<file path="config.mk">
export PLATFORM = sky130hd
export DESIGN_NAME = mem_stage_nway_flat
export DESIGN_NICKNAME = d
export VERILOG_FILES = /design/src/rtl/mem_stage_nway_if.sv /design/src/rtl/mem_stage_nway.sv /design/src/flat_wrapper.sv
export SDC_FILE = /design/constraint.sdc
export NUM_CORES = 1
export LEC_CHECK = 0
export BUFFER_PORTS_ARGS = -buffer_cell sky130_fd_sc_hd__buf_4
export CAP_MARGIN = 40
export CORE_ASPECT_RATIO = 0.8
export CORE_UTILIZATION = 46
export DETAILED_ROUTE_END_ITERATION = 8
export PLACE_DENSITY = 0.87
export SLEW_MARGIN = 20
export SYNTH_ARGS = -nofsm -noshare
export SYNTH_HDL_FRONTEND = slang
export SYNTH_SLANG_ARGS = --single-unit
export TNS_END_PERCENT = 100
</file>
<file path="constraint.sdc">
create_clock -name clk -period 9.1 [get_ports clk]
set_input_delay 0.455 -clock clk [delete_from_list [all_inputs] [get_ports clk]]
set_output_delay 0.455 -clock clk [all_outputs]
set_load 0.01 [all_outputs]
</file>
<file path="src/rtl/mem_stage_nway_if.sv">
// Bundle of the pms -> ms -> ws pipeline signals, the flush and the per-lane
// data-cache response signals for one N-lane memory-response stage.
// The master modport is the surrounding pipeline. The slave modport is the stage itself.
interface mem_stage_nway_if #(
    parameter int LANES = 2
);
    logic                  flush;
    logic                  pms_to_ms_valid;
    logic [LANES-1:0]      in_lane_valid;
    logic [7*LANES-1:0]    in_ls_type;
    logic [2*LANES-1:0]    in_offset;
    logic [LANES-1:0]      in_res_from_mem;
    logic [LANES-1:0]      in_mem_we;
    logic [LANES-1:0]      in_gr_we;
    logic [5*LANES-1:0]    in_dest;
    logic [32*LANES-1:0]   in_rt_value;
    logic [32*LANES-1:0]   in_alu_result;
    logic [32*LANES-1:0]   in_pc;
    logic                  ms_allowin;
    logic                  ws_allowin;
    logic [LANES-1:0]      data_ok;
    logic [32*LANES-1:0]   rdata;
    logic                  ms_to_ws_valid;
    logic [LANES-1:0]      out_lane_valid;
    logic [LANES-1:0]      out_gr_we;
    logic [5*LANES-1:0]    out_dest;
    logic [32*LANES-1:0]   out_result;
    logic [32*LANES-1:0]   out_pc;
    logic                  fwd_ms_valid;
    logic [LANES-1:0]      fwd_res_from_mem;

    modport master (
        output flush, pms_to_ms_valid, in_lane_valid, in_ls_type, in_offset,
               in_res_from_mem, in_mem_we, in_gr_we, in_dest, in_rt_value,
               in_alu_result, in_pc, ws_allowin, data_ok, rdata,
        input  ms_allowin, ms_to_ws_valid, out_lane_valid, out_gr_we, out_dest,
               out_result, out_pc, fwd_ms_valid, fwd_res_from_mem
    );

    modport slave (
        input  flush, pms_to_ms_valid, in_lane_valid, in_ls_type, in_offset,
               in_res_from_mem, in_mem_we, in_gr_we, in_dest, in_rt_value,
               in_alu_result, in_pc, ws_allowin, data_ok, rdata,
        output ms_allowin, ms_to_ws_valid, out_lane_valid, out_gr_we, out_dest,
               out_result, out_pc, fwd_ms_valid, fwd_res_from_mem
    );
endinterface

</file>
<file path="src/rtl/mem_stage_nway.sv">
// N-lane memory-response stage. It holds one issue group, collects each lane's
// data-cache response, and aligns and merges the load data. The group is
// released only when every memory lane has completed. On a flush, responses
// that are still in flight for the killed group are marked for discard, lane
// by lane.
module mem_stage_nway #(
    parameter int LANES = 2
) (
    input logic             clk,
    input logic             reset,
    mem_stage_nway_if.slave bus
);
    logic             ms_valid_reg;
    logic [LANES-1:0] lane_ready;
    logic             ms_ready_go;
    logic             leave;
    logic             ms_allowin;
    logic             accept;

    assign ms_ready_go        = &lane_ready;
    assign leave              = ms_ready_go & bus.ws_allowin;
    assign ms_allowin         = ~ms_valid_reg | leave;
    assign accept             = bus.pms_to_ms_valid & ms_allowin & ~bus.flush;
    assign bus.ms_allowin     = ms_allowin;
    assign bus.ms_to_ws_valid = ms_valid_reg & ms_ready_go & ~bus.flush;
    assign bus.fwd_ms_valid   = ms_valid_reg;

    // Group occupancy: flush kills the group (and any group arriving in the same cycle)
    always_ff @(posedge clk) begin
        if (reset)
            ms_valid_reg <= 1'b0;
        else if (bus.flush)
            ms_valid_reg <= 1'b0;
        else if (accept)
            ms_valid_reg <= 1'b1;
        else if (leave)
            ms_valid_reg <= 1'b0;
    end

    genvar gi;
    generate
        for (gi = 0; gi < LANES; gi++) begin : g_lane
            logic        lane_valid_reg, res_from_mem_reg, mem_we_reg, gr_we_reg;
            logic        mem_ok_reg, discard_reg;
            logic [6:0]  ls_type_reg;
            logic [1:0]  offset_reg;
            logic [4:0]  dest_reg;
            logic [31:0] rt_reg, pc_reg, result_reg;
            logic        lane_data_ok, memop, live, capture;
            logic [31:0] lane_rdata, load_data;
            logic [4:0]  shamt;
            logic [7:0]  load_byte;
            logic [15:0] load_half;

            assign lane_data_ok   = bus.data_ok[gi];
            assign lane_rdata     = bus.rdata[32*gi +: 32];
            assign memop          = lane_valid_reg & (res_from_mem_reg | mem_we_reg);
            // A response that belongs to a flushed group is never "live".
            assign live           = lane_data_ok & ~discard_reg;
            assign lane_ready[gi] = ~lane_valid_reg | ~memop | live | mem_ok_reg;
            // Park the response only if the group cannot leave this same cycle.
            assign capture        = live & ms_valid_reg & ~leave;
            assign shamt          = {offset_reg, 3'b000};
            assign load_byte      = 8'(lane_rdata >> shamt);
            assign load_half      = offset_reg[1] ? lane_rdata[31:16] : lane_rdata[15:0];

            // Align the response word by load type and offset (lwl/lwr merge with rt)
            always_comb begin
                load_data = lane_rdata;
                if (ls_type_reg[6])
                    load_data = {{24{load_byte[7]}}, load_byte};
                else if (ls_type_reg[5])
                    load_data = {24'h0, load_byte};
                else if (ls_type_reg[4])
                    load_data = {{16{load_half[15]}}, load_half};
                else if (ls_type_reg[3])
                    load_data = {16'h0, load_half};
                else if (ls_type_reg[2])
                    load_data = lane_rdata;
                else if (ls_type_reg[1])
                    load_data = (lane_rdata << (5'd24 - shamt)) | (rt_reg & (32'h00FF_FFFF >> shamt));
                else if (ls_type_reg[0])
                    load_data = (lane_rdata >> shamt) | (rt_reg & ~(32'hFFFF_FFFF >> shamt));
            end

            // Per-lane state: discard tracking, field load on accept, response capture.
            // result_reg starts as the ALU result so that non-load lanes read it back unchanged.
            always_ff @(posedge clk) begin
                if (reset) begin
                    mem_ok_reg  <= 1'b0;
                    discard_reg <= 1'b0;
                end else begin
                    if (discard_reg && lane_data_ok)
                        discard_reg <= 1'b0;
                    else if (bus.flush && ms_valid_reg && memop && !mem_ok_reg && !lane_data_ok)
                        discard_reg <= 1'b1;

                    if (accept) begin
                        lane_valid_reg   <= bus.in_lane_valid[gi];
                        ls_type_reg      <= bus.in_ls_type[7*gi +: 7];
                        offset_reg       <= bus.in_offset[2*gi +: 2];
                        res_from_mem_reg <= bus.in_res_from_mem[gi];
                        mem_we_reg       <= bus.in_mem_we[gi];
                        gr_we_reg        <= bus.in_gr_we[gi];
                        dest_reg         <= bus.in_dest[5*gi +: 5];
                        rt_reg           <= bus.in_rt_value[32*gi +: 32];
                        pc_reg           <= bus.in_pc[32*gi +: 32];
                        result_reg       <= bus.in_alu_result[32*gi +: 32];
                        mem_ok_reg       <= 1'b0;
                    end else if (capture) begin
                        mem_ok_reg <= 1'b1;
                        if (res_from_mem_reg)
                            result_reg <= load_data;
                    end
                end
            end

            assign bus.out_lane_valid[gi]      = lane_valid_reg;
            assign bus.out_gr_we[gi]           = gr_we_reg;
            assign bus.out_dest[5*gi +: 5]     = dest_reg;
            assign bus.out_pc[32*gi +: 32]     = pc_reg;
            assign bus.out_result[32*gi +: 32] = (mem_ok_reg | ~res_from_mem_reg) ? result_reg : load_data;
            assign bus.fwd_res_from_mem[gi]    = res_from_mem_reg;
        end
    endgenerate
endmodule
</file>
<file path="src/flat_wrapper.sv">
// flat-port wrapper written by rule: the top's interface ports become plain ports
module mem_stage_nway_flat 
#(
    parameter int LANES = 2
)
  (clk, reset, bus_flush, bus_pms_to_ms_valid, bus_in_lane_valid, bus_in_ls_type, bus_in_offset, bus_in_res_from_mem, bus_in_mem_we, bus_in_gr_we, bus_in_dest, bus_in_rt_value, bus_in_alu_result, bus_in_pc, bus_ws_allowin, bus_data_ok, bus_rdata, bus_ms_allowin, bus_ms_to_ws_valid, bus_out_lane_valid, bus_out_gr_we, bus_out_dest, bus_out_result, bus_out_pc, bus_fwd_ms_valid, bus_fwd_res_from_mem);
  mem_stage_nway_if #(.LANES(LANES)) bus_i ();
  input logic clk;
  input logic reset;
  input wire logic [$bits(bus_i.flush)-1:0] bus_flush;
  input wire logic [$bits(bus_i.pms_to_ms_valid)-1:0] bus_pms_to_ms_valid;
  input wire logic [$bits(bus_i.in_lane_valid)-1:0] bus_in_lane_valid;
  input wire logic [$bits(bus_i.in_ls_type)-1:0] bus_in_ls_type;
  input wire logic [$bits(bus_i.in_offset)-1:0] bus_in_offset;
  input wire logic [$bits(bus_i.in_res_from_mem)-1:0] bus_in_res_from_mem;
  input wire logic [$bits(bus_i.in_mem_we)-1:0] bus_in_mem_we;
  input wire logic [$bits(bus_i.in_gr_we)-1:0] bus_in_gr_we;
  input wire logic [$bits(bus_i.in_dest)-1:0] bus_in_dest;
  input wire logic [$bits(bus_i.in_rt_value)-1:0] bus_in_rt_value;
  input wire logic [$bits(bus_i.in_alu_result)-1:0] bus_in_alu_result;
  input wire logic [$bits(bus_i.in_pc)-1:0] bus_in_pc;
  input wire logic [$bits(bus_i.ws_allowin)-1:0] bus_ws_allowin;
  input wire logic [$bits(bus_i.data_ok)-1:0] bus_data_ok;
  input wire logic [$bits(bus_i.rdata)-1:0] bus_rdata;
  output wire logic [$bits(bus_i.ms_allowin)-1:0] bus_ms_allowin;
  output wire logic [$bits(bus_i.ms_to_ws_valid)-1:0] bus_ms_to_ws_valid;
  output wire logic [$bits(bus_i.out_lane_valid)-1:0] bus_out_lane_valid;
  output wire logic [$bits(bus_i.out_gr_we)-1:0] bus_out_gr_we;
  output wire logic [$bits(bus_i.out_dest)-1:0] bus_out_dest;
  output wire logic [$bits(bus_i.out_result)-1:0] bus_out_result;
  output wire logic [$bits(bus_i.out_pc)-1:0] bus_out_pc;
  output wire logic [$bits(bus_i.fwd_ms_valid)-1:0] bus_fwd_ms_valid;
  output wire logic [$bits(bus_i.fwd_res_from_mem)-1:0] bus_fwd_res_from_mem;
  assign bus_i.flush = bus_flush;
  assign bus_i.pms_to_ms_valid = bus_pms_to_ms_valid;
  assign bus_i.in_lane_valid = bus_in_lane_valid;
  assign bus_i.in_ls_type = bus_in_ls_type;
  assign bus_i.in_offset = bus_in_offset;
  assign bus_i.in_res_from_mem = bus_in_res_from_mem;
  assign bus_i.in_mem_we = bus_in_mem_we;
  assign bus_i.in_gr_we = bus_in_gr_we;
  assign bus_i.in_dest = bus_in_dest;
  assign bus_i.in_rt_value = bus_in_rt_value;
  assign bus_i.in_alu_result = bus_in_alu_result;
  assign bus_i.in_pc = bus_in_pc;
  assign bus_i.ws_allowin = bus_ws_allowin;
  assign bus_i.data_ok = bus_data_ok;
  assign bus_i.rdata = bus_rdata;
  assign bus_ms_allowin = bus_i.ms_allowin;
  assign bus_ms_to_ws_valid = bus_i.ms_to_ws_valid;
  assign bus_out_lane_valid = bus_i.out_lane_valid;
  assign bus_out_gr_we = bus_i.out_gr_we;
  assign bus_out_dest = bus_i.out_dest;
  assign bus_out_result = bus_i.out_result;
  assign bus_out_pc = bus_i.out_pc;
  assign bus_fwd_ms_valid = bus_i.fwd_ms_valid;
  assign bus_fwd_res_from_mem = bus_i.fwd_res_from_mem;
  mem_stage_nway #(.LANES(LANES)) u_core (.clk(clk), .reset(reset), .bus(bus_i));
endmodule
</file>
Word-level counts from Yosys, hierarchy flattened
Cells that the tools add are included.
{"block": "op_classes", "n_addsub": 2, "shifts": 8, "mux": 26, "bitwise_logic": 46, "reduce_logical": 26}
{"cell": "32-bit two-way mux", "count": 22}
{"cell": "32-bit AND", "count": 4}
{"cell": "32-bit bitwise OR", "count": 4}
{"cell": "32-bit inverter", "count": 2}
{"cell": "32-bit by 5-bit << shifter with 32-bit output", "count": 2}
{"cell": "24-bit by 5-bit >> shifter with 32-bit output, first input constant", "count": 2}
{"cell": "32-bit by 5-bit >> shifter with 32-bit output", "count": 2}
{"cell": "32-bit by 5-bit >> shifter with 32-bit output, first input constant", "count": 2}
{"cell": "16-bit two-way mux", "count": 2}
{"cell": "1-bit AND", "count": 13}
{"cell": "1-bit inverter", "count": 12}
{"cell": "1-bit bitwise OR", "count": 11}
{"cell": "2-bit nonzero test", "count": 5}
{"cell": "5-bit subtractor, first input constant", "count": 2}
{"cell": "1-bit logical AND", "count": 9}
{"cell": "2-bit OR reduction", "count": 4}
{"cell": "3-bit AND reduction", "count": 2}
{"cell": "1-bit logical NOT", "count": 4}
{"cell": "2-bit AND reduction", "count": 2}
{"cell": "1-bit two-way mux", "count": 2}
{"block": "word_totals", "regBits": 233, "word_cells": 133}

Logic depth before layout (Yosys ltp)
Gate-level depths: netlist of run 1.
{"block": "logic_depth", "ltp_word": 14, "depth_mapped": 8, "mapped_depth_nobuf": 5}

Worst setup path after synthesis of run 1
Ideal clock, no wire load.
{"block": "synth_timing", "path_type": "in2reg", "start": "in bus_data_ok[0]", "end": "reg u_core.g_lane[0].dest_reg[0], enable pin", "setup_ns": 0.691, "arrival_time_ns": 8.176, "t_required_ns": 8.409, "slack_ns": 0.233, "path_stages": 6, "n_path_buf": 2, "path_cell_list": "nor2b_1 -> nand4bb_1 -> o2111ai_1 -> buf_2 -> buf_1 -> nor2_1"}
{"block": "synth_via", "elab_chain_len": 9}
{"item": "start, declared", "line_no": "flat_wrapper.sv:23", "text": "input wire logic [$bits(bus_i.data_ok)-1:0] bus_data_ok;"}
{"item": "1-bit AND", "line_no": "mem_stage_nway.sv:59", "text": "assign live = lane_data_ok & ~discard_reg;"}
{"item": "1-bit bitwise OR (2 in series)", "line_no": "mem_stage_nway.sv:60", "text": "assign lane_ready[gi] = ~lane_valid_reg | ~memop | live | mem_ok_reg;"}
{"item": "2-bit AND reduction", "line_no": "mem_stage_nway.sv:20", "text": "assign ms_ready_go = &lane_ready;"}
{"item": "1-bit AND", "line_no": "mem_stage_nway.sv:21", "text": "assign leave = ms_ready_go & bus.ws_allowin;"}
{"item": "1-bit bitwise OR", "line_no": "mem_stage_nway.sv:22", "text": "assign ms_allowin = ~ms_valid_reg | leave;"}
{"item": "1-bit AND (2 in series)", "line_no": "mem_stage_nway.sv:23", "text": "assign accept = bus.pms_to_ms_valid & ms_allowin & ~bus.flush;"}
{"item": "2-bit AND reduction (no line)"}
{"item": "end signal, assigned", "line_no": "mem_stage_nway.sv:105", "text": "dest_reg <= bus.in_dest[5*gi +: 5];"}
{"item": "end, declared", "line_no": "mem_stage_nway.sv:47", "text": "logic [4:0] dest_reg;"}
Every way passes these cells.
A chain may end at the register's enable or synchronous reset.

Final worst setup path of run 1
{"block": "layout_timing", "start": "reg u_core.g_lane[1].offset_reg[1]", "end": "out bus_out_result[59]"}
{"block": "layout_via", "elab_chain_len": 12, "word_cells_on_any_way": 19, "classes_between": "add/sub: 1; shift: 4; mux: 9; bitwise: 5"}
{"item": "start, declared", "line_no": "mem_stage_nway.sv:46", "text": "logic [1:0] offset_reg;"}
{"item": "start signal, assigned", "line_no": "mem_stage_nway.sv:101", "text": "offset_reg <= bus.in_offset[2*gi +: 2];"}
{"item": "branches (longest 10 deep; another with 5-bit subtractor)"}
{"item": "32-bit two-way mux *", "line_no": "mem_stage_nway.sv:70", "text": "if (ls_type_reg[6])"}
{"item": "32-bit two-way mux *", "line_no": "mem_stage_nway.sv:122", "text": "assign bus.out_result[32*gi +: 32] = (mem_ok_reg | ~res_from_mem_reg) ? result_reg : load_data;"}
{"item": "end, declared", "line_no": "flat_wrapper.sv:30", "text": "output wire logic [$bits(bus_i.out_result)-1:0] bus_out_result;"}
Mark *: on every way between the ends.

==> flow_results.org, run 1 <==
** Run status
- The run finished with clean final reports.

** Synthesis
- The number of nets in the synthesized netlist is 1497.
- Post-synth ARST share :: 0%
- Distinct cells, synth :: 74
- Sequential-to-total area share from yosys stat :: 53.4%
- Most instantiated flip-flop cell in the synthesis netlist :: sky130_fd_sc_hd__edfxtp_1
- Number of warning messages in the yosys log :: 0
- The synthesized netlist occupies a cell area of 0.0130 mm2.
- Avg Inst Size Synth :: 10.9 um2
- After technology mapping, the gate count stands at 1198.
- Synthesis inferred 233 register bits.
- Counting flops with a built-in enable in the synthesized netlist gives 228.

** Pwr
- Summed over all nets, the switching power comes to 700 uW.
- Of the total power, the clock network draws 38.1%.
- Dividing total power by cell area gives a power density of 155 mW/mm2.
- Flop pwr share :: 45.7%
- Combinational group share of total power :: 16.3%
- P_int :: 2.02 mW
- Worst-case vdd ir drop :: 0.170 mV
- In this run the static leakage power is 6.88 nW.
- Overall power consumption :: 2.72 mW
- Net switching is 25.7% of the power.

** STA
- The hold violation count in the final report is 0.
- Hold is met by 0.0666 ns.
- For the pin with the worst max-slew slack, the measured transition is 0.924 ns.
- Maximum clock rate :: 0.254 GHz
- Normalized max-slew margin :: 38.4%
- For the final database, setup skew stands at 0.0199 ns.
- After layout, the minimum clock period comes to 3.93 ns.
- Setup total negative slack :: 0 ns
- The number of slew-limit violations in the final report is 0.
- Setup repair after global routing missed its margin :: false
- Post-route fraction of the period consumed by the critical path :: 43.2%
- Final setup violation count :: 0

** Clock network
- Deepest clock path buffer count :: 3
- # Post-CTS Setup Buffers :: 0
- PostCTS Resize Cnt :: 0
- Clock tree sinks :: 233
- CTS root buffer :: sky130_fd_sc_hd__clkbuf_16
- After clock tree synthesis, the flow added hold-fix buffers numbering 0.
- Latest clock arrival within the worst-skew pair :: 0.56 ns
- Clock buffer count from CTS :: 26
- In this run the number of H-tree levels came out at 1.
- Clock-pin slew was measured on the worst setup and hold paths at 0.07 ns.
- TritonCTS built the clock tree.

** Global routing
- Entering global routing, the biggest net connects 70 pins.
- Via count of the first global-routing pass :: 11900
- Antenna violations before repair :: 2
- For this run, the total global-route usage over all layers was measured as 32.9%.
- Overflow after GRT :: 0
- Global-route wire length before repair :: 72000 um

** Place
- Routability-driven placement finished with a final weighted congestion of 0.982.
- IO Port Bufs :: 445
- HPWL Detailed :: 36900 um
- Placed Instance Area :: 0.0167 mm2

** Detailed routing
- DRC violations left :: 0
- Wirelength, routed :: 49300 um
- Number of detailed-route iterations in the first pass :: 6
- DR vias :: 12300
- Detail-routed via count per cell :: 6.18
- After detailed routing, the average wire length per cell comes to 24.8 um.
- Once detail routing completed, the nets flagged for antenna violations numbered 0.
- Initial DRC Count :: 1572

** Worst setup path
- The signal on the critical path passes through buf_4 > mux4_2 > nand2_1 > nand2_1 > a21oi_1 > o21ai_0 > buf_4.
- Type of the setup path with the least slack :: reg2out
- In this design, the stage delay of the slowest critical-path cell is 0.60 ns.
- Slowest stage cell, crit path :: sky130_fd_sc_hd__mux4_2
- Endpoint of the most critical register-to-register path :: u_core.g_lane[1].result_reg[22]$_DFFE_PP_
- R2r setup slk :: 6.07 ns
- Number of cell instances on the worst register-to-register path :: 6
- CP Data Required Time :: 8.65 ns
- Critical path data arrival time :: 3.48 ns
- Biggest fanout along the worst timing path :: 37
- CP Launch Type :: register
- In this run the critical register-to-register path is launched from u_core.g_lane[1].offset_reg[1]$_DFFE_PP_.
- Crit. End Element :: primary output

** Final layout
- The final layout contains 1903 nets.
- Signed area change from the synthesized netlist to the final layout :: 35.0%
- After routing the design area is 0.0176 mm2.
- In the final layout, the multi-input gates occupy 0.00559 mm2.
- Ratio of cells with drive above 1 in the final layout :: 35.5%
- Fill cell count :: 2138
- At the end of the flow the core is filled with cells to 63.7%.
- Area occupied by registers :: 0.00695 mm2

** Flow run
- Max-cap violations in this run came to 0.

** Floorplan
- Core Region :: 0.0276 mm2
- For this design the top-level I/O count stands at 446.
- Effective utilization at floorplan :: 47.2%
- The initialized floorplan defines 54 standard-cell rows.
- Vertical extent of the die :: 152 um
- Full die area :: 0.0290 mm2
- The floorplan step set the die width to 190 um.

** Min path
- The worst hold path begins at bus_in_pc[21].
- Path type of the worst min-delay path :: in2reg
- Counting instances, the worst hold path has a depth of 1.
- The worst hold path terminates at u_core.g_lane[0].pc_reg[21]$_DFFE_PP_.
[critical path, delay by kind of cell, from the launching register on]
kind / cells / cell delay (ns)
flip-flops: 1 / 0.33
AND/OR/NAND/NOR: 2 / 0.87
AO/OA/AOI/OAI: 2 / 0.46
buffers and inverters: 2 / 0.63
multiplexers: 1 / 0.60
[synth_stat cells, types with 5 or more instances]
library cell                instances  share of area [%]
sky130_fd_sc_hd__nor2_1           127                3.7
sky130_fd_sc_hd__nor3_1            16               0.62
sky130_fd_sc_hd__a22o_1             6               0.40
sky130_fd_sc_hd__a22oi_1            7               0.40
sky130_fd_sc_hd__dfxtp_1            5               0.77
sky130_fd_sc_hd__and2_1             5               0.24
sky130_fd_sc_hd__o32ai_1           14               0.94
sky130_fd_sc_hd__o21ai_0          120                4.6
sky130_fd_sc_hd__edfxtp_1         228                 53
sky130_fd_sc_hd__buf_6              6               0.52
sky130_fd_sc_hd__inv_1             15               0.43
sky130_fd_sc_hd__mux2_2            43                3.7
sky130_fd_sc_hd__and3b_1            5               0.34
sky130_fd_sc_hd__nor2b_1           13               0.62
sky130_fd_sc_hd__o21ai_1           26                1.0
sky130_fd_sc_hd__buf_4             17               0.98
sky130_fd_sc_hd__nand2b_1           8               0.38
sky130_fd_sc_hd__clkbuf_1          40                1.2
sky130_fd_sc_hd__a21oi_1           90                3.5
sky130_fd_sc_hd__nor3b_1            8               0.46
sky130_fd_sc_hd__a2111oi_0          9               0.61
sky130_fd_sc_hd__o221ai_1          25                1.7
sky130_fd_sc_hd__a2bb2oi_1          5               0.34
sky130_fd_sc_hd__o22ai_1           27                1.3
sky130_fd_sc_hd__a221oi_1          38                2.6
sky130_fd_sc_hd__mux2i_1           69                5.3
sky130_fd_sc_hd__o21a_1            22                1.3
sky130_fd_sc_hd__buf_1             10               0.29
sky130_fd_sc_hd__nand2_1          101                2.9
sky130_fd_sc_hd__buf_2             16               0.62
sky130_fd_sc_hd__o2bb2ai_1          8               0.54
[cells by family (layout without fill, tap and decap cells)]
| logic type | count (synthesis) | after routing | synth area share (%) |
|---|---|---|---|
| muxes | 117 | 117 | 9.64 |
| buffers and inverters | 106 | 532 | 4.07 |
| DFF | 233 | 233 | 53.4 |
| and+or+nand+nor | 306 | 306 | 10.8 |
| other | 0 | 2 | 0 |
| AOI/OAI and AO/OA | 436 | 436 | 22.2 |
[worst max-delay path by stage]
stage	startpoint	end	slack, ns	cells after the start
floorplan	bus_data_ok[0]	u_core.g_lane[0].dest_reg[0]$_DFFE_PP_	0.23	6
global placement	bus_data_ok[0]	u_core.g_lane[0].pc_reg[18]$_DFFE_PP_	5.43	7
detailed placement	u_core.g_lane[1].offset_reg[1]$_DFFE_PP_	bus_out_result[48]	5.79	7
CTS	u_core.g_lane[1].offset_reg[1]$_DFFE_PP_	bus_out_result[48]	5.18	7
global route	u_core.g_lane[1].offset_reg[1]$_DFFE_PP_	bus_out_result[48]	5.03	7
finish	u_core.g_lane[1].offset_reg[1]$_DFFE_PP_	bus_out_result[59]	5.17	7
[power by group through the flow]
stage	clock, mW	sequential [mW]	combinational [mW]
after floorplan	0	1.27	0.187
after global placement	0	1.26	0.412
after detailed placement	0	1.26	0.429
after CTS	1.05	1.24	0.431
after global routing	1.09	1.24	0.467
final	1.04	1.24	0.443
[placed cells by master, fill, tap and decap left out, drive strengths merged, types with 6 or more instances in the layout]
master	synthesis	final
a2111oi	11	11
a21oi	90	90
a221oi	39	39
a22o	6	6
a22oi	7	7
buf	49	469
clkbuf	42	35
clkinv	0	7
edfxtp	228	228
inv	15	18
mux2	45	45
mux2i	71	71
nand2	101	101
nand2b	8	8
nor2	128	128
nor2b	13	13
nor3	17	17
nor3b	8	8
o21a	22	22
o21ai	147	147
o221ai	25	25
o22ai	27	27
o2bb2ai	9	9
o32ai	14	14
[final cells by class]
| class | instances | share of cell area [%] |
|---|---|---|
| timing repair buffer | 469 | 21.0 |
| multi-input combinational | 859 | 31.8 |
| tap | 364 | 2.59 |
| antenna | 2 | 0.0285 |
| clock buffer | 35 | 3.90 |
| sequential | 233 | 39.5 |
| clock inverter | 13 | 0.847 |
| inverter | 15 | 0.320 |
[routing by layer]
| layer | vias up | share of wire [%] | global-route usage [%] |
|---|---|---|---|
| li1 | 5474 | - | - |
| met1 | 5809 | 39 | 43.4 |
| met2 | 897 | 45 | 51.1 |
| met3 | 119 | 13 | 10.8 |
| met4 | 0 | 3.3 | 10.1 |
| met5 | - | 0 | 0 |
[stage by stage]
step / cells / worst slack, ns
floorplan: 1198 / 0.233
global placement: 1929 / 5.43
detailed placement: 1937 / 5.79
CTS: 1985 / 5.18
global route: 1990 / 5.03
finish: 1990 / 5.17
Note: power is estimated with default switching activity, not from simulation.
==> inputs of run 2 (changes only) <==
Settings changed: CORE_AREA set to 2 2 173 175, CORE_ASPECT_RATIO 0.8 to unset, CORE_UTILIZATION 46 to unset, DIE_AREA set to 0 0 175 177, PLACE_DENSITY 0.87 to 0.83.
Clock period 9.1 ns to 3.8 ns, I/O delays scaled along.
==> run 2 against run 1 <==
Compared with the run above:
- hold slack lost 0.053 ns
- highest routed layer unchanged
- cell area up 13%
- combinational power rose to 2.9 times the previous value
- worst setup slack worse by 4.8 ns
- sequential power grew 140%
- critical path type unchanged
- critical path depth shrank 1
- global-route usage increased by 1.8 points
- sequential share of layout area is 4.6 points lower
- critical endpoint is now bus_out_result[26]
- non-clock buffer count rose by 236
- register-to-register slack worse by 5.1 ns
==> flow_results.org, run 2 (synthesis results as in run 1) <==
** Final layout
- The top cell types in the final layout, fill and taps aside, are sky130_fd_sc_hd__buf_4, sky130_fd_sc_hd__edfxtp_1, sky130_fd_sc_hd__dlygate4sd3_1.
- Net count reported at finish :: 2140
- The count of cells in the finished layout, fillers not included, comes to 2253.
- Signed area change from the synthesized netlist to the final layout :: 52.6%
- Summing all multi-input logic gate instances after layout gives 0.00559 mm2.
- The layout has 2028 filler cells.
- Ratio of cells with drive above 1 in the final layout :: 31.9%
- In the final layout, flip-flops and latches occupy 0.00695 mm2.
- Leaving out fill and tap cells, the most frequent cell in the layout is sky130_fd_sc_hd__buf_4.
- Post-Layout Inst Area :: 0.0199 mm2
- Once layout is complete, the utilization of the core stands at 67.9%.

** STA
- Maximum clock rate :: 0.291 GHz
- Setup violations remaining at the end of the flow were counted as 0.
- Of the available clock period, the critical path in the final layout requires 90.5%.
- Setup repair after global routing left no endpoint under its margin.
- Normalized max-slew margin :: 42.9%
- The hold violation count in the final report was 0.
- Counting I/O delays and the setup requirement, the final critical path takes 3.44 ns.
- Clk_skew :: 0.0184 ns
- Across all setup checks in the final design, the least slack found is 0.359 ns.
- The number of slew-limit violations in the final report was 0.
- Worst hold slack across all endpoints :: 0.0141 ns
- Transition time at the pin with the least slew margin :: 0.855 ns
- Setup total negative slack on the finished layout was measured at 0 ns.

** Pwr
- The share of total power dissipated in combinational logic is 18.6%.
- P_int :: 5.02 mW
- The clock network is responsible for 37.6% of the overall power.
- IR analysis of the VDD net gives a maximum drop of 0.421 mV.
- Overall power consumption :: 6.80 mW
- In this run the power spent charging and discharging nets is 1.79 mW.
- Net switching is 26.2% of the power.
- Reported leakage power :: 7.85 nW
- Flop pwr share :: 43.8%
- For this design the ratio of total power to cell area is 342 mW/mm2.

** Worst setup path
- Critical path data arrival time :: 3.25 ns
- Endpoint of the most critical register-to-register path :: u_core.g_lane[1].result_reg[26]$_DFFE_PP_
- Measured in cells, the most critical reg-to-reg path has a length of 6.
- R2r setup slk :: 0.99 ns
- Biggest fanout along the worst timing path :: 15
- For this run, the slowest stage of the critical path takes 0.74 ns.
- The signal on the critical path passes through o21ai_1 > a21oi_1 > o21a_1 > a21oi_1 > o21ai_0 > buf_4.
- CP Launch Type :: register
- Number of stages on the worst setup path :: 6
- Kind of cell with the highest combined delay on the critical path :: compound AO/OA/AOI/OAI gates
- Among all stages on the critical path, the largest delay is contributed by sky130_fd_sc_hd__edfxtp_1.
- The startpoint identified for the worst register-to-register timing path is u_core.g_lane[1].ls_type_reg[1]$_DFFE_PP_.
- STA classifies the critical path endpoint as a primary output.
- Type of the setup path with the least slack :: reg2out
- Counting both buffers and inverters, the worst setup path holds a total of 1.
- Critical path's most frequent cell :: sky130_fd_sc_hd__a21oi_1
- For the worst setup path, the data required time is 3.61 ns.

** Floorplan
- Standard-cell row count :: 63
- The die is 177 um tall.
- The floorplan step defined a die boundary enclosing 0.0310 mm2.
- The die is 175 um wide.
- I/O pin cnt :: 446
- Effective utilization at floorplan :: 44.5%
- Core Region :: 0.0292 mm2

** Detailed routing
- Detail-routed via count per cell :: 6.08
- Initial DRC Count :: 1931
- DR vias :: 13700
- The routed design has 56100 um of wire.
- Dividing the detail-routed wire length by the instance count gives 24.9 um.
- Count of antenna-violating nets left after detailed routing :: 0
- DRC violations left :: 0
- The first detailed-routing pass ran for 6 iterations.

** Clock network
- TritonCTS built the clock tree.
- In this run the deepest clock path goes through 3 buffers.
- The tree is rooted in a sky130_fd_sc_hd__clkbuf_16.
- Clock tree synthesis inserted a total of 27 buffers.
- CTS built an H-tree with a depth of 1.
- Clock-pin slew was measured on the worst setup and hold paths at 0.06 ns.
- The tree built by TritonCTS fans out to 233 sinks.
- Clock latency on the worst-skew pair, taken at its later pin, is 0.55 ns.

** Global routing
- Via count of the first global-routing pass :: 13500
- Global routing finished with a remaining overflow of 0.
- The number of antenna violations at the first check in global routing is 3.
- Global-route wire length before repair :: 82200 um
- Largest net degree at the start of global routing :: 74
- Global routing used 34.7% of the available tracks across all layers.

** Place
- IO Port Bufs :: 445
- Cell count after placement :: 1974
- Placed Instance Area :: 0.0167 mm2
- Setup WS pre-CTS :: 1.05 ns
- Global placer's final weighted congestion :: 1.00
- The HPWL after detailed placement is 37500 um.

** Min path
- Startpoint of the most critical hold path :: bus_in_alu_result[43]
- Path type of the worst min-delay path :: in2reg
- Hold Path Depth :: 3
- Hold-critical path endpoint :: u_core.g_lane[1].result_reg[11]$_DFFE_PP_

** Flow run
- Count of maximum capacitance violations :: 0

** Run status
- The flow ran to the end, and the final reports show no timing, DRC or antenna violations.
-- run 2: changes by cell type in the layout (fill, tap and decap cells not counted), moves of 2 or more --
cell                            change
sky130_fd_sc_hd__clkinvlp_4         +3
sky130_fd_sc_hd__buf_12             +3
sky130_fd_sc_hd__clkinv_1           -3
sky130_fd_sc_hd__dlygate4sd3_1    +227
sky130_fd_sc_hd__buf_4             +13
sky130_fd_sc_hd__buf_16             -7
sky130_fd_sc_hd__clkinv_4           +2
sky130_fd_sc_hd__clkinv_2           +3
sky130_fd_sc_hd__clkbuf_1           -5
-- run 2: worst register-to-register path, stage by stage (launching register included) --
cell and delay, ns:
sky130_fd_sc_hd__edfxtp_1 0.65, sky130_fd_sc_hd__buf_4 0.29, sky130_fd_sc_hd__and2_1 0.43, sky130_fd_sc_hd__a221oi_1 0.51, sky130_fd_sc_hd__o21ai_0 0.21, sky130_fd_sc_hd__a21oi_1 0.33
sky130_fd_sc_hd__a21oi_1 0.13
-- run 2: routing by layer --
layer  wire length, um  share of wire (%)  up-vias  track usage, %
met4              2870                5.1        0            15.3
met3              6010                 11      227            8.12
met5                 0                  0        -               0
met1             20200                 36     6440            43.3
met2             27000                 48     1084            57.7
li1                  -                  -     5945               -
-- run 2: worst max path at each step --
stage                                                           start                                     end  slack [ns]
after floorplan           u_core.g_lane[1].res_from_mem_reg$_DFFE_PP_  u_core.g_lane[0].dest_reg[0]$_DFFE_PP_       -0.22
after global placement       u_core.g_lane[1].offset_reg[1]$_DFFE_PP_                      bus_out_result[52]        0.90
after detailed placement     u_core.g_lane[0].offset_reg[0]$_DFFE_PP_                      bus_out_result[31]        1.05
after CTS                    u_core.g_lane[0].offset_reg[0]$_DFFE_PP_                      bus_out_result[31]        0.45
after global routing         u_core.g_lane[1].offset_reg[1]$_DFFE_PP_                      bus_out_result[34]        0.24
final                       u_core.g_lane[0].ls_type_reg[0]$_DFFE_PP_                      bus_out_result[26]        0.36
-- run 2: what timing repair did --
action / in CTS / in global routing
hold buffers: 227 / 0
endpoints found under the hold margin: 225 / 0
resized for setup: 0 / 0
setup buffers: 0 / 0
-- run 2: cell type report --
cell class	instances	share of cell area, %
timing repair buffer	705	29.8
tap	390	2.46
sequential	233	35.0
clock buffer	31	3.48
multi-input combinational	859	28.2
antenna	3	0.0378
inverter	15	0.283
clock inverter	17	0.819
-- run 2: power groups by stage --
| stage | combinational, mW | sequential (mW) | clock [mW] |
|---|---|---|---|
| final | 1.27 | 2.98 | 2.55 |
| after global placement | 1.01 | 3.03 | 0 |
| after floorplan | 0.451 | 3.03 | 0 |
| after global routing | 1.33 | 2.98 | 2.68 |
| after detailed placement | 1.02 | 3.03 | 0 |
| after CTS | 1.21 | 2.97 | 2.57 |
==> inputs of run 3 (changes only) <==
Settings changed: PLACE_DENSITY 0.83 to 0.84.
==> run 3 against run 2 <==
Compared with the run above:
- sequential share of layout area increased by 0.34 points
- maximum frequency decreased by 5.3%
- core utilization decreased by 0.66 points
- combinational power about the same
- first-iteration DRC count fell by 3.0%
- clock-buffer cell count is 2 higher
- wire length decreased by 0.47%
- total power decreased by 3.5%
- critical path depth stayed put
- global-route usage hardly changed
- die area did not move
- critical endpoint is now bus_out_result[58]
- largest power group unchanged
==> flow_results.org, run 3 (synthesis results as in run 1) <==
** Place
- Timing analysis after detailed placement gives a worst setup slack of 0.851 ns.
- Routability-driven placement finished with a final weighted congestion of 1.02.
- IO Port Bufs :: 445
- Including well taps, the total number of placed cells is 1970.
- Placed Instance Area :: 0.0167 mm2
- HPWL Detailed :: 37500 um

** Worst setup path
- The worst register-to-register path has a depth of 5.
- Crit. End Element :: primary output
- CP Launch Type :: register
- The critical path is of the reg2out type.
- CP Data Required Time :: 3.61 ns
- The setup check on the worst reg-to-reg path leaves a slack of 0.76 ns.
- In this run the worst setup path begins at u_core.g_lane[1].offset_reg[1]$_DFFE_PP_.
- The endpoint identified for the worst register-to-register timing path is u_core.g_lane[1].result_reg[29]$_DFFE_PP_.
- Biggest fanout along the worst timing path :: 17
- Data on the critical path arrives at its endpoint at 3.44 ns.
- In this run the critical register-to-register path is launched from u_core.g_lane[1].offset_reg[1]$_DFFE_PP_.

** Min path
- In this run the most critical hold path is launched from bus_in_alu_result[40].
- The path class of the tightest hold or removal check is in2reg.
- For hold timing, the worst endpoint is u_core.g_lane[1].result_reg[8]$_DFFE_PP_.
- Hold Path Depth :: 3

** Detailed routing
- Met1 wire length :: 20000 um
- Routed wirelength normalized by instance count :: 25.0 um
- After detailed routing, the total wire length is 55800 um.
- Dividing the detail-routed via count by the number of cells gives 6.10.
- The final route contains 13600 vias.
- Met2 routed wirelength :: 27100 um
- After detailed routing, the number of remaining DRC violations is 0.
- Number of detailed-route iterations in the first pass :: 6
- Initial DRC Count :: 1874
- The routed design uses 5750 um of met3 wire.
- Signal routing reaches up to met4.
- Count of antenna-violating nets left after detailed routing :: 0

** Final layout
- The finished cells cover 0.0197 mm2.
- For this run, the post-layout net count is 2128.
- Area occupied by registers :: 0.00695 mm2
- The area growth from synthesis to layout is 51.1%.
- After filler insertion, the fill cell instance count of the layout stands at 2052.
- Leaving out filler cells and counting taps, the final layout contains 2236.
- In the final layout, the share of cells above drive strength 1 is 31.3%.
- Most common cell after layout, fill and taps aside :: sky130_fd_sc_hd__buf_4
- Commonest non-fill, non-tap cells in the layout :: sky130_fd_sc_hd__buf_4, sky130_fd_sc_hd__edfxtp_1, sky130_fd_sc_hd__dlygate4sd3_1
- Summing all multi-input logic gate instances after layout gives 0.00559 mm2.
- Measured on the finished design, the core utilization comes to 67.3%.

** Clock network
- The number of clock buffers added by TritonCTS is 25.
- CTS HTree Levels :: 1
- Buffers added to address setup during post-CTS repair amount to 0.
- Once the clock tree was built, the resizer swapped 0 gates to a different size.
- After clock tree synthesis, the clock-pin slew on the worst setup and hold paths is 0.06 ns.
- The tree is rooted in a sky130_fd_sc_hd__clkbuf_16.
- The longest clock path from root to sink contains 3 buffers.
- CTS saw 233 sinks.
- Latest clock arrival within the worst-skew pair :: 0.55 ns
- Clock tree from TritonCTS :: built

** Pwr
- The internal portion of the total power is 4.85 mW.
- Of the total power, combinational logic draws 19.2%.
- Worst-case vdd ir drop :: 0.359 mV
- Reported net switching power :: 1.71 mW
- Power spread over the standard cell area amounts to 334 mW/mm2.
- Reported leakage power :: 7.76 nW
- Of the total power, the clock network draws 35.3%.
- Flop pwr share :: 45.5%
- Summing internal, switching and leakage power gives 6.56 mW.
- Switching share of power :: 26.1%

** Floorplan
- The total area inside the core boundary comes to 0.0292 mm2.
- Die W :: 175 um
- Standard-cell row count :: 63
- The floorplan step defined a die boundary enclosing 0.0310 mm2.
- Effective utilization at floorplan :: 44.5%
- Vertical extent of the die :: 177 um
- For this design the top-level I/O count stands at 446.

** Global routing
- Antenna violations before repair :: 3
- Global routing finished with a remaining overflow of 0.
- Largest net degree at the start of global routing :: 96
- Via count of the first global-routing pass :: 13500
- Global-route wire length before repair :: 81900 um
- Overall Global Routing Usage :: 34.7%

** STA
- Setup total negative slack :: 0 ns
- Post-route fraction of the period consumed by the critical path :: 95.6%
- For this run, the top clock speed supported by timing is 0.275 GHz.
- Clock skew on the completed layout was measured at 0.0223 ns.
- Final WS setup :: 0.166 ns
- Clock period minus final worst setup slack :: 3.63 ns
- Setup repair after global routing missed its margin :: false
- Normalized max-slew margin :: 40.7%
- For the pin with the worst max-slew slack, the measured transition is 0.889 ns.
- Worst hold slack across all endpoints :: 0.00606 ns
- Final Max Tran Viols :: 0
- Final Hold Violating Endpoints :: 0
- Final setup violation count :: 0

** Flow run
- Max-cap violations in this run came to 0.

** Run status
- The flow ran to the end, and the final reports show no timing, DRC or antenna violations.
==> run 3: cell types whose count changed in the layout (fill, tap and decap cells not counted), moves of 2 or more <==
cell                            change
sky130_fd_sc_hd__buf_4              -5
sky130_fd_sc_hd__dlygate4sd3_1      -5
sky130_fd_sc_hd__clkbuf_1           +4
sky130_fd_sc_hd__clkinv_2           -3
sky130_fd_sc_hd__clkinvlp_4         -3
sky130_fd_sc_hd__clkbuf_16          -2
sky130_fd_sc_hd__clkinv_4           -2
sky130_fd_sc_hd__inv_6              -2
==> run 3: critical path, stage by stage, from the launching register on <==
cell and delay, ns:
sky130_fd_sc_hd__edfxtp_1 0.81, sky130_fd_sc_hd__mux4_2 0.62, sky130_fd_sc_hd__nand2_1 0.45, sky130_fd_sc_hd__nand2_1 0.40
sky130_fd_sc_hd__a21oi_1 0.34, sky130_fd_sc_hd__o21ai_1 0.12, sky130_fd_sc_hd__buf_4 0.16
==> run 3: worst max-delay path by stage <==
stage / endpoint / cells after the start
4_1_cts: bus_out_result[49] / 6
6_report: bus_out_result[58] / 6
3_5_place_dp: bus_out_result[49] / 6
2_1_floorplan: u_core.g_lane[0].dest_reg[0]$_DFFE_PP_ / 5
3_3_place_gp: bus_out_result[49] / 6
5_1_grt: bus_out_result[58] / 6
==> run 3: power by group through the flow <==
stage / Clock (mW) / Combinational, mW / Sequential, mW
after global placement: 0 / 1.01 / 3.03
after detailed placement: 0 / 1.02 / 3.03
after floorplan: 0 / 0.451 / 3.03
after CTS: 2.32 / 1.21 / 2.98
final: 2.32 / 1.26 / 2.98
after global routing: 2.45 / 1.32 / 2.99
==> run 3: area by class of cell <==
type | instances | share of cell area (%)
clock buffers | 33 | 3.33
flip-flops and latches | 233 | 35.3
well taps | 390 | 2.48
multi-input cells | 859 | 28.4
inverters | 15 | 0.286
diodes | 3 | 0.0382
repair buffers | 695 | 29.7
clock inverters | 8 | 0.426
==> run 3: layer usage <==
metal | up-vias | global-route usage, %
met4 | 0 | 16.0
li1 | 5899 | -
met3 | 234 | 6.68
met5 | - | 0
met1 | 6397 | 43.0
met2 | 1107 | 58.8
==> run 3: what timing repair did <==
item / in CTS / in global routing
hold buffers: 221 / 1
endpoints found under the hold margin: 219 / 1
setup endpoints to repair: 0 / 0
